File: src/rtl/gray_counter_pkg.sv
// Shared types and Gray-code helpers for the counter bank and its consumers.
// Helpers operate at GRAY_MAX_W bits; callers zero-extend and truncate.
package gray_counter_pkg;

  localparam int GRAY_MAX_W = 64;

  typedef enum logic {
    MODE_WRAP     = 1'b0,
    MODE_SATURATE = 1'b1
  } count_mode_e;

  function automatic logic [GRAY_MAX_W-1:0] bin2gray(input logic [GRAY_MAX_W-1:0] b);
    return b ^ (b >> 1);
  endfunction

  function automatic logic [GRAY_MAX_W-1:0] gray2bin(input logic [GRAY_MAX_W-1:0] g);
    logic [GRAY_MAX_W-1:0] b;
    b[GRAY_MAX_W-1] = g[GRAY_MAX_W-1];
    for (int i = GRAY_MAX_W - 2; i >= 0; i--) begin
      b[i] = b[i+1] ^ g[i];
    end
    return b;
  endfunction

endpackage

File: src/rtl/gray_counter_channel.sv
// One up/down counter with its registered Gray image and limit flag.
// Gray is derived from the next binary value so both registers always agree.
module gray_counter_channel
  import gray_counter_pkg::*;
#(
  parameter int LENGTH   = 8,
  parameter int SATURATE = 0
) (
  input  logic              clk_counter,
  input  logic              reset_counter_n,
  input  logic              ce,
  input  logic              up,
  input  logic              load,
  input  logic [LENGTH-1:0] load_value,
  input  logic              clear,
  output logic [LENGTH-1:0] binary,
  output logic [LENGTH-1:0] gray,
  output logic              limit
);

  localparam count_mode_e      MODE      = (SATURATE != 0) ? MODE_SATURATE : MODE_WRAP;
  localparam logic [LENGTH-1:0] MAX_VALUE = '1;
  localparam logic [LENGTH-1:0] ONE       = LENGTH'(1);

  logic [LENGTH-1:0] binary_next;
  logic              limit_next;
  logic              at_edge;

  always_comb begin
    binary_next = binary;
    limit_next  = 1'b0;
    at_edge     = up ? (binary == MAX_VALUE) : (binary == '0);
    if (clear) begin
      binary_next = '0;
    end else if (load) begin
      binary_next = load_value;
    end else if (ce) begin
      limit_next = at_edge;
      // A blocked step in saturate mode keeps the count but still flags it.
      if (!(at_edge && (MODE == MODE_SATURATE))) begin
        binary_next = up ? (binary + ONE) : (binary - ONE);
      end
    end
  end

  always_ff @(posedge clk_counter or negedge reset_counter_n) begin
    if (!reset_counter_n) begin
      binary <= '0;
      gray   <= '0;
      limit  <= 1'b0;
    end else begin
      binary <= binary_next;
      gray   <= LENGTH'(bin2gray(GRAY_MAX_W'(binary_next)));
      limit  <= limit_next;
    end
  end

endmodule

File: src/rtl/gray_counter_bank.sv
// Bank of independent Gray counters with a coherent bank-wide Gray snapshot.
// Snapshot captures the pre-update gray_out of every channel on the same edge.
module gray_counter_bank
  import gray_counter_pkg::*;
#(
  parameter int LENGTH   = 8,
  parameter int CHANNELS = 4,
  parameter int SATURATE = 0
) (
  input  logic                         clk_counter,
  input  logic                         reset_counter_n,
  input  logic [CHANNELS-1:0]          ce,
  input  logic [CHANNELS-1:0]          up,
  input  logic [CHANNELS-1:0]          load,
  input  logic [CHANNELS*LENGTH-1:0]   load_value,
  input  logic [CHANNELS-1:0]          clear,
  input  logic                         capture,
  output logic [CHANNELS*LENGTH-1:0]   binary_out,
  output logic [CHANNELS*LENGTH-1:0]   gray_out,
  output logic [CHANNELS-1:0]          limit,
  output logic [CHANNELS*LENGTH-1:0]   snapshot_gray,
  output logic                         snapshot_valid
);

  generate
    for (genvar gi = 0; gi < CHANNELS; gi++) begin : g_channel
      gray_counter_channel #(
        .LENGTH   (LENGTH),
        .SATURATE (SATURATE)
      ) u_channel (
        .clk_counter     (clk_counter),
        .reset_counter_n (reset_counter_n),
        .ce              (ce[gi]),
        .up              (up[gi]),
        .load            (load[gi]),
        .load_value      (load_value[gi*LENGTH +: LENGTH]),
        .clear           (clear[gi]),
        .binary          (binary_out[gi*LENGTH +: LENGTH]),
        .gray            (gray_out[gi*LENGTH +: LENGTH]),
        .limit           (limit[gi])
      );
    end
  endgenerate

  always_ff @(posedge clk_counter or negedge reset_counter_n) begin
    if (!reset_counter_n) begin
      snapshot_gray  <= '0;
      snapshot_valid <= 1'b0;
    end else begin
      if (capture) begin
        snapshot_gray <= gray_out;
      end
      snapshot_valid <= capture;
    end
  end

endmodule

File: config.mk
export PLATFORM = sky130hd
export DESIGN_NAME = gray_counter_bank
export DESIGN_NICKNAME = d
export VERILOG_FILES = /design/src/rtl/gray_counter_pkg.sv /design/src/rtl/gray_counter_channel.sv /design/src/rtl/gray_counter_bank.sv
export SDC_FILE = /design/constraint.sdc
export NUM_CORES = 1
export LEC_CHECK = 0
export BUFFER_PORTS_ARGS = -buffer_cell sky130_fd_sc_hd__clkbuf_2
export CAP_MARGIN = 40
export CORE_MARGIN = 1
export CORE_UTILIZATION = 59
export CTS_BUF_LIST = sky130_fd_sc_hd__clkbuf_8
export DETAILED_ROUTE_END_ITERATION = 8
export HOLD_SLACK_MARGIN = 0.05
export PLACE_DENSITY = 0.89
export SETUP_SLACK_MARGIN = 0.1
export SLEW_MARGIN = 0
export SYNTH_ARGS = -nofsm -noshare
export SYNTH_HDL_FRONTEND = slang
export SYNTH_SLANG_ARGS = --single-unit
File: constraint.sdc
create_clock -name clk_counter -period 3.3 [get_ports clk_counter]
set_input_delay 0.33 -clock clk_counter [delete_from_list [all_inputs] [get_ports clk_counter]]
set_output_delay 0.33 -clock clk_counter [all_outputs]
set_load 0.01 [all_outputs]
# Word level (Yosys, flattened, before mapping)
# Cells that the tools add are included.
# word_totals
elab_cells,66
reg_bits,101
output_inout_bits,101
in_bits,51
# classes
n_eq_ne,4
reduce_logical,4
bitwise_logic,4
mux,32
addsub,8
# op_table
op,count
$mux W8,16
$add A8 B1 Y8 const B,4
$eq A8 B8 Y1 const B,4
$logic_not A8 Y1,4
$sub A8 B1 Y8 const B,4
$xor A8 B7 Y8,4
$mux W1,16

# Longest topological paths before layout
# Gate-level depths: netlist (run 1).
# depth
word_depth,6
ltp_mapped,10
ltp_nobuf,9

# Cells and area by module
# From an unflattened synthesis (run 1), not the netlist that was laid out.
# unflattened
cells_unflattened,525
hier_area_um2,5661.7
# modules_own_cells
module,area_per_inst_um2,seq_area_each_um2,cells_each,instances
gray_counter_channel (g_channel[0].u_channel ...),1074.8,400.4,114,2
gray_counter_channel (g_channel[2].u_channel ...),1071.0,400.4,114,2
gray_counter_bank,1370.1,825.8,69,1

# Worst setup path after synthesis (run 1)
# OpenSTA, ideal clock, no wires.
# synth_path
kind,register to register
start,reg g_channel[3].u_channel.binary[0]
end,reg g_channel[3].u_channel.gray[5]
path_buffers,0
slack_ps,1019
stages_incl_launch_ff,10
period_less_slack_ps,2281
t_arrival_ps,2201
required_ps,3221
setup_ps,79
path_cell_list,dfrtp_1 -> inv_1 -> fa_1 -> and2b_1 -> o211ai_1 -> a21oi_1 -> nor4b_1 -> a311o_1 -> a21oi_4 -> xor2_1
# synth_between
elab_chain_cells,6
elab_cells_between_ends,7
classes_between,add/sub (2); mux (4); bitwise (1)
# synth_rtl
element,line,rtl
start: declaration,gray_counter_channel.sv:16,"output logic [LENGTH-1:0] binary,"
start signal: assignment,gray_counter_channel.sv:52,binary <= binary_next;
$sub A8 B1 Y8 or $add A8 B1 Y8 (tied branches),gray_counter_channel.sv:41,binary_next = up ? (binary + ONE) : (binary - ONE);
$mux W8 (*),gray_counter_channel.sv:41,
$mux W8 (*),gray_counter_channel.sv:37,end else if (ce) begin
$mux W8 (*),gray_counter_channel.sv:35,end else if (load) begin
$mux W8 (*),gray_counter_channel.sv:33,if (clear) begin
via g_channel[3].u_channel.binary_next[6],gray_counter_channel.sv:25,logic [LENGTH-1:0] binary_next;
$xor A8 B7 Y8 (*),gray_counter_pkg.sv:13,return b ^ (b >> 1);
end signal: assignment,gray_counter_channel.sv:53,gray <= LENGTH'(bin2gray(GRAY_MAX_W'(binary_next)));
end: declaration,gray_counter_channel.sv:17,"output logic [LENGTH-1:0] gray,"
# Mark *: on every way through the listed nets, which the timed path passes. The rest lies on a longest branch.
# A chain may end at the register's enable or synchronous reset.

# Worst setup path in the final report (run 1)
# Same ends and word-level chain as after synthesis.

==> reports/metrics.csv, run 1 <==
stage,metric,value,unit
detailed_routing,Pre-antenna DRT Iters,5,
synth,number of library cell types mapped by synthesis,54,
die,# rows,34,
clocking,H-tree depth,3,
grt,vias in the first global route,4186,
sta,worst clock skew,0.0101,ns
synth,Synthesis Warnings,0,
die,I/O pin count,152,
power_and_ir_drop,Pleak,3.21,nW
clocking,Resized cells post-CTS,0,
place,I/O Buffers,151,
layout,fill count,642,
clocking,Clock Sink Count,97,
power_and_ir_drop,power per cell area,505,nW/µm²
critical_path,Critical Path Sink Type,flop,
grt,largest net degree at the start of global routing,60,
detailed_routing,via/cell ratio,5.65,
grt,initial antenna violation count,0,
grt,first-pass GRT wire length,20000,µm
critical_path,CP required,3.58,ns
outcome,status,"finished, final reports clean",
place,placed cells,756,
synth,Cells after Synth,523,
clocking,clock root buffer,clkbuf_8,
sta,Final Cycle Share,0.765,
layout,"Area growth, synth to finish",18.7,%
layout,final core utilization,0.729,
layout,# nets final,739,
detailed_routing,# DRC,0,
sta,Fmax,396,MHz
flow_run,max-cap violations,0,
sta,Least-Margin Pin Slew,0.902,ns
detailed_routing,DRT iter0 DRCs,142,
critical_path,kind of critical path,reg -> reg,
synth,number of synthesized flops with an enable pin,0,
critical_path,crit-path max FO,7,
critical_path,CP Launch Type,flop,
sta,post-route minimum period,2.52,ns
place,gpl congestion,0.944,
synth,"FF+latch count, synth",97,
sta,max-slew violations,0,
synth,Mapped Nets,602,
synth,Syn Area/Cell,10.3,µm²
synth,"Top FF cell, synth",dfrtp_1,
power_and_ir_drop,Max VDD drop,0.326,mV
die,width of the die,97.5,µm
sta,unrepaired setup endpoints after global routing,false,
sta,Slew HR,0.399,
place,Detailed Place HPWL,9180,µm
synth,"Seq/Total Area, Yosys",0.451,
clocking,CTS tree,done,
detailed_routing,DRT Wirelength,11900,µm
detailed_routing,via count,4364,
sta,final setup violation count,0,
grt,grt ovf,0,
die,Die H,97.5,µm
clocking,Skew-Pair Late Insertion Delay,0.35,ns
sta,Final Hold Viols,0,
detailed_routing,"antenna viol nets, final",0,
layout,diodes inserted,0,
layout,share of layout cells above drive strength 1,0.322,
clocking,Post-CTS Setup Inserts,0,
clocking,Clock transition at path regs,0.09,ns
synth,Post-synth ARST share,1.00,
layout,Non-Filler Instances,773,
clocking,cts bufs inserted,9,
die,Die ar.,9510,µm²
die,CORE AREA,8760,µm²
detailed_routing,WL/cell,15.4,µm
worst_hold_path,Hold/Removal Path Class,in -> reg,
die,Initial Util,0.614,
grt,Tot GR Track Use,0.261,
sta,total negative setup slack,0,ns
critical_path,CP Data Arrival Time,2.81,ns
clocking,CTS max path bufs,2,
synth,synthesized area,5380,µm²
-- layer usage --
metal  routed length, µm  GRT usage  share of wire
met5                   0          0              0
met4                 126     0.0848          0.011
met3                 622     0.0417          0.052
met2                6020      0.441           0.51
met1                5150      0.345           0.43
-- worst paths after layout --
check | start | end | slack, ns | depth (start not counted)
setup / recovery | g_channel[3].u_channel.binary[0]$_DFF_PN0_ | g_channel[3].u_channel.gray[5]$_DFF_PN0_ | 0.78 | 9
hold / removal | load_value[30] | g_channel[3].u_channel.binary[6]$_DFF_PN0_ | 0.27 | 3
setup reg to reg | g_channel[3].u_channel.binary[0]$_DFF_PN0_ | g_channel[3].u_channel.gray[5]$_DFF_PN0_ | 0.78 | 9
hold reg to reg | snapshot_gray[15]$_DFFE_PN0P_ | snapshot_gray[15]$_DFFE_PN0P_ | 0.51 | 1
max in group asynchronous | reset_counter_n | snapshot_gray[28]$_DFFE_PN0P_ | 1.94 | 3
min in group asynchronous | reset_counter_n | g_channel[1].u_channel.binary[1]$_DFF_PN0_ | 0.56 | 2
-- area by class of cell --
class                   count  area, µm²  area share
clock buffers              11        151      0.0237
inverters                  37        139      0.0217
multi-input cells         361       2670       0.419
repair buffers            154        783       0.123
flip-flops and latches     97       2430       0.380
well taps                 108        135      0.0212
clock inverters             5       78.8      0.0123
-- synth_stat cells, types with 7 or more instances --
cell	number	share of area
nor2_1	55	0.038
mux2i_1	7	0.013
nand2b_1	9	0.010
nor2b_1	7	0.0081
a21oi_1	38	0.035
clkbuf_1	14	0.0098
xnor2_1	44	0.072
buf_4	8	0.011
nand3_1	7	0.0065
ha_1	24	0.056
mux2_2	34	0.071
nor4_1	10	0.012
dfrtp_1	97	0.45
o21ai_0	12	0.011
inv_1	37	0.026
nand4_1	11	0.013
nor3_1	17	0.016
-- where the power goes --
group / leakage, nW / internal, mW / switching [mW]
Clock: 0.113 / 0.466 / 0.381
Sequential: 1.24 / 1.35 / 0.128
Combinational: 1.86 / 0.420 / 0.484
Total: 3.21 / 2.24 / 0.993
-- placed cells by master, fill, tap and decap left out, types with 3 or more instances in the layout --
cell type / count
nand2_1: 6
mux2_2: 34
nor3_1: 17
xnor2_1: 44
nand3_1: 7
a21o_1: 4
nor4_1: 10
a31oi_1: 5
nor2b_1: 7
or2_2: 4
buf_4: 3
a211oi_1: 6
nand2b_1: 9
clkbuf_8: 11
nand4_1: 11
inv_1: 38
clkbuf_2: 150
o21ai_1: 3
o211ai_1: 4
xor2_1: 4
and2b_1: 3
o31a_1: 3
ha_1: 24
nor2_1: 55
and3_1: 3
o21ai_0: 12
fa_1: 4
a211o_1: 4
o21a_1: 6
mux2i_1: 7
dfrtp_1: 97
a21oi_1: 38
-- critical path, cell delays in order, from the launching register on --
cell and delay (ns):
dfrtp_1 0.51, inv_1 0.10, fa_1 0.44, and2b_1 0.24, o211ai_1 0.10, a21oi_1 0.24, nor4b_1 0.08, a311o_1 0.36
a21oi_4 0.23, xor2_1 0.15
-- sequential cells by signal (all words and copies together), names as in the netlist --
register	count
g_channel.u_channel.binary	32
g_channel.u_channel.gray	28
snapshot_valid	1
g_channel.u_channel.limit	4
snapshot_gray	32
-- logic make-up (layout without fill, tap and decap cells) --
| group | after synthesis | after routing | synth area share |
|---|---|---|---|
| flip-flops | 97 | 97 | 0.451 |
| buffers and inverters | 65 | 207 | 0.0523 |
| AO/OA/AOI/OAI | 104 | 104 | 0.127 |
| XOR/XNOR | 49 | 49 | 0.0811 |
| AND/OR/NAND/NOR | 138 | 138 | 0.129 |
| adder cells (fa/ha/maj) | 28 | 28 | 0.0707 |
| multiplexers | 42 | 42 | 0.0883 |
-- metrics by stage --
step	hold slack (ns)	total power [mW]	worst slack (ns)	instance area, µm²
CTS	0.255	3.26	0.778	6390
detailed placement	0.437	2.41	0.685	6150
floorplan	0.0344	2.06	1.02	5380
finish	0.273	3.23	0.776	6390
global placement	0.427	2.36	0.740	6150
global route	0.256	3.42	0.646	6390
-- timing repair --
item / in CTS / in global routing
endpoints found under the setup margin: 0 / 0
hold endpoints to repair: 38 / 0
hold buffers: 1 / 0
(Power assumes the default switching activity.)
==> run 2: changes to the inputs <==
--- a/config.mk
+++ b/config.mk
@@ -8,11 +8,11 @@
 export BUFFER_PORTS_ARGS = -buffer_cell sky130_fd_sc_hd__clkbuf_2
 export CAP_MARGIN = 40
 export CORE_MARGIN = 1
-export CORE_UTILIZATION = 59
+export CORE_UTILIZATION = 54
 export CTS_BUF_LIST = sky130_fd_sc_hd__clkbuf_8
 export DETAILED_ROUTE_END_ITERATION = 8
 export HOLD_SLACK_MARGIN = 0.05
-export PLACE_DENSITY = 0.89
+export PLACE_DENSITY = 0.82
 export SETUP_SLACK_MARGIN = 0.1
 export SLEW_MARGIN = 0
 export SYNTH_ARGS = -nofsm -noshare
==> constraint.sdc (replaced) <==
create_clock -name clk_counter -period 2.5 [get_ports clk_counter]
set_input_delay 0.25 -clock clk_counter [delete_from_list [all_inputs] [get_ports clk_counter]]
set_output_delay 0.25 -clock clk_counter [all_outputs]
set_load 0.01 [all_outputs]
==> run 2 against run 1 <==
Net effect:
- clock power is 33% higher
- critical path depth decreased by 1
- largest power group unchanged
- die area rose by 9.1%
- design area rose by 1.6%
- critical path type unchanged
- setup slack worse by 0.56 ns
- global-route usage shrank 2.5 points
- via count rose by 1.1%
- flip-flop and latch count is the same
- register-to-register slack lost 0.56 ns
- core utilization decreased by 6.2 points
- sequential power grew 32%
==> reports/metrics.csv, run 2 (same netlist as run 1, synthesis figures left out) <==
stage,metric,value,unit,change
grt,initial antenna violation count,0,,unchanged
power_and_ir_drop,power per cell area,661,nW/µm²,+31%
critical_path,Critical Path Sink Type,flop,,
detailed_routing,Pre-antenna DRT Iters,7,,+2
clocking,CTS max path bufs,2,,unchanged
detailed_routing,via/cell ratio,5.47,,-3.2%
worst_hold_path,Hold/Removal Path Class,in -> reg,,
critical_path,cell family with most CP delay,compound AO/OA/AOI/OAI gates,,
sta,worst hold margin,0.208,ns,-0.0655 ns
grt,largest net degree at the start of global routing,50,,-17%
sta,Fmax,438,MHz,+10%
place,Post-DP Area,6240,µm²,+1.6%
layout,multi-input logic area,2670,µm²,unchanged
die,CORE AREA,9730,µm²,+11%
sta,Least-Margin Pin Slew,0.647,ns,-0.255 ns
die,Initial Util,0.553,,-0.0610
clocking,CTS tree,done,,
power_and_ir_drop,Seq pwr share,0.455,,-0.003
power_and_ir_drop,Tot Pwr,4.29,mW,+33%
detailed_routing,via count,4411,,+1.1%
layout,final core utilization,0.667,,-0.0616
power_and_ir_drop,sw frac,0.319,,+0.0109
power_and_ir_drop,Pleak,3.25,nW,+1.4%
clocking,H-tree depth,3,,unchanged
layout,"Area growth, synth to finish",20.6,%,
die,Die ar.,10400,µm²,+9.1%
critical_path,CP Launch Type,flop,,
critical_path,Bufs and invs on worst path,0,,-1
detailed_routing,WL/cell,15.1,µm,-2.4%
critical_path,crit path cell chain,ha_1 -> a211oi_2 -> o21ai_1 -> nor4bb_1 -> or3_1 -> xnor2_1 -> o21a_2 -> xor2_2,,
sta,worst clock skew,0.00782,ns,-0.00226 ns
layout,most frequent cells in the layout,"clkbuf_2 (150), dfrtp_1 (96), nor2_1 (55), xnor2_1 (44), a21oi_1 (38)",,
flow_run,max-cap violations,0,,unchanged
layout,post-route cell area,6490,µm²,+1.6%
detailed_routing,# DRC,0,,unchanged
sta,Slew HR,0.569,,+0.170
die,# rows,36,,+5.9%
die,width of the die,102,µm,+4.4%
layout,Regs by FF count,"g_channel.u_channel.binary x32, snapshot_gray x32, g_channel.u_channel.gray x28",,
die,Die H,102,µm,+4.4%
layout,diodes inserted,0,,unchanged
layout,fill count,761,,+19%
die,I/O pin count,152,,unchanged
layout,share of layout cells above drive strength 1,0.334,,+0.0120
critical_path,"Slowest-stage cell, CP",dfrtp_2,,
sta,Final Hold Viols,0,,unchanged
sta,total negative setup slack,0,ns,unchanged
power_and_ir_drop,clock power share,0.263,,about the same
sta,post-route minimum period,2.28,ns,-0.240 ns
clocking,Clock transition at path regs,0.10,ns,about the same
place,I/O Buffers,151,,unchanged
clocking,Clock Sink Count,97,,unchanged
layout,sequential cell area,2430,µm²,about the same
clocking,clock root buffer,clkbuf_8,,
grt,first-pass GRT wire length,19100,µm,-4.4%
critical_path,crit-path max FO,5,,-2
sta,final setup violation count,0,,unchanged
layout,# nets final,748,,+1.2%
grt,grt ovf,0,,unchanged
place,Detailed Place HPWL,9110,µm,-0.76%
power_and_ir_drop,logic gate share of total power,0.282,,+0.002
critical_path,kind of critical path,reg -> reg,,
sta,Final Cycle Share,0.913,,+0.149
detailed_routing,DRT iter0 DRCs,149,,+4.9%
grt,Tot GR Track Use,0.237,,-0.0245
sta,unrepaired setup endpoints after global routing,false,,
power_and_ir_drop,Cell Int Power,2.93,mW,+31%
detailed_routing,"antenna viol nets, final",0,,unchanged
outcome,status,"finished, final reports clean",,
clocking,Skew-Pair Late Insertion Delay,0.36,ns,about the same
detailed_routing,DRT Wirelength,12100,µm,+1.9%
critical_path,CP max stage delay,0.44,ns,-0.07 ns
power_and_ir_drop,Max VDD drop,0.352,mV,+7.8%
sta,max-slew violations,0,,unchanged
grt,vias in the first global route,4080,,-2.5%
layout,"most common cell after layout, fill and taps aside",clkbuf_2,,
critical_path,CP Data Arrival Time,2.53,ns,-0.28 ns
place,gpl congestion,0.929,,-1.5%
clocking,cts bufs inserted,9,,unchanged
power_and_ir_drop,switching power,1.37,mW,+38%
critical_path,CP required,2.75,ns,-0.83 ns
-- run 2: cell count changes in the layout (fill, tap and decap cells not counted), sizes merged --
cell      before  now
clkinvlp       2    1
clkbuf       161  159
clkinv         0    1
inv           38   40
buf            3   12
-- run 2: path summary, 6_finish.rpt --
path                            slack [ns]                                  startpoint                                         end  cells past startpoint
worst min-delay path                  0.21                              load_value[30]  g_channel[3].u_channel.binary[6]$_DFF_PN0_                      3
worst max register to register        0.22  g_channel[3].u_channel.binary[1]$_DFF_PN0_    g_channel[3].u_channel.gray[6]$_DFF_PN0_                      8
max in group asynchronous             1.36                             reset_counter_n  g_channel[2].u_channel.binary[6]$_DFF_PN0_                      3
worst min register to register        0.52               snapshot_gray[11]$_DFFE_PN0P_               snapshot_gray[11]$_DFFE_PN0P_                      1
min in group asynchronous             0.46                             reset_counter_n  g_channel[1].u_channel.binary[1]$_DFF_PN0_                      2
worst max-delay path                  0.22  g_channel[3].u_channel.binary[1]$_DFF_PN0_    g_channel[3].u_channel.gray[6]$_DFF_PN0_                      8
-- run 2: tightest hold or removal path, stage by stage --
cell and delay (ns):
clkbuf_2 0.08, nand2_1 0.11, a21oi_4 0.09
-- run 2: metal layers --
layer,wire length [µm],vias up,global-route usage
met1,5210,2139,0.311
met3,527,22,0.0239
met2,6140,138,0.405
met4,272,0,0.0956
met5,0,-,0
li1,-,2112,-
-- run 2: through the flow --
stage / instances / setup WS (ns)
after global placement: 788 / 0.102
after detailed placement: 788 / 0.0194
after floorplan: 523 / 0.219
after global routing: 807 / 0.109
final: 807 / 0.216
after CTS: 805 / 0.154
-- run 2: area by class of cell --
class                   instances  share of cell area
well taps                     133              0.0256
inverters                      37              0.0214
clock inverters                 7              0.0152
repair buffers                163               0.133
clock buffers                   9              0.0191
multi-input cells             361               0.412
flip-flops and latches         97               0.374
-- run 2: what timing repair did --
action                                 4_1_cts  5_1_grt
hold buffers                                 1        0
setup buffers                                0        2
setup endpoints to repair                    0        2
resized for setup                            0        2
endpoints found under the hold margin       48        0
-- run 2: power groups by stage --
stage | clock network [mW] | logic, mW | registers, mW
after floorplan | 0 | 0.668 | 2.05
after global placement | 0 | 1.18 | 1.96
after detailed placement | 0 | 1.21 | 1.98
after CTS | 1.16 | 1.22 | 1.95
after global routing | 1.22 | 1.34 | 1.98
final | 1.13 | 1.21 | 1.95
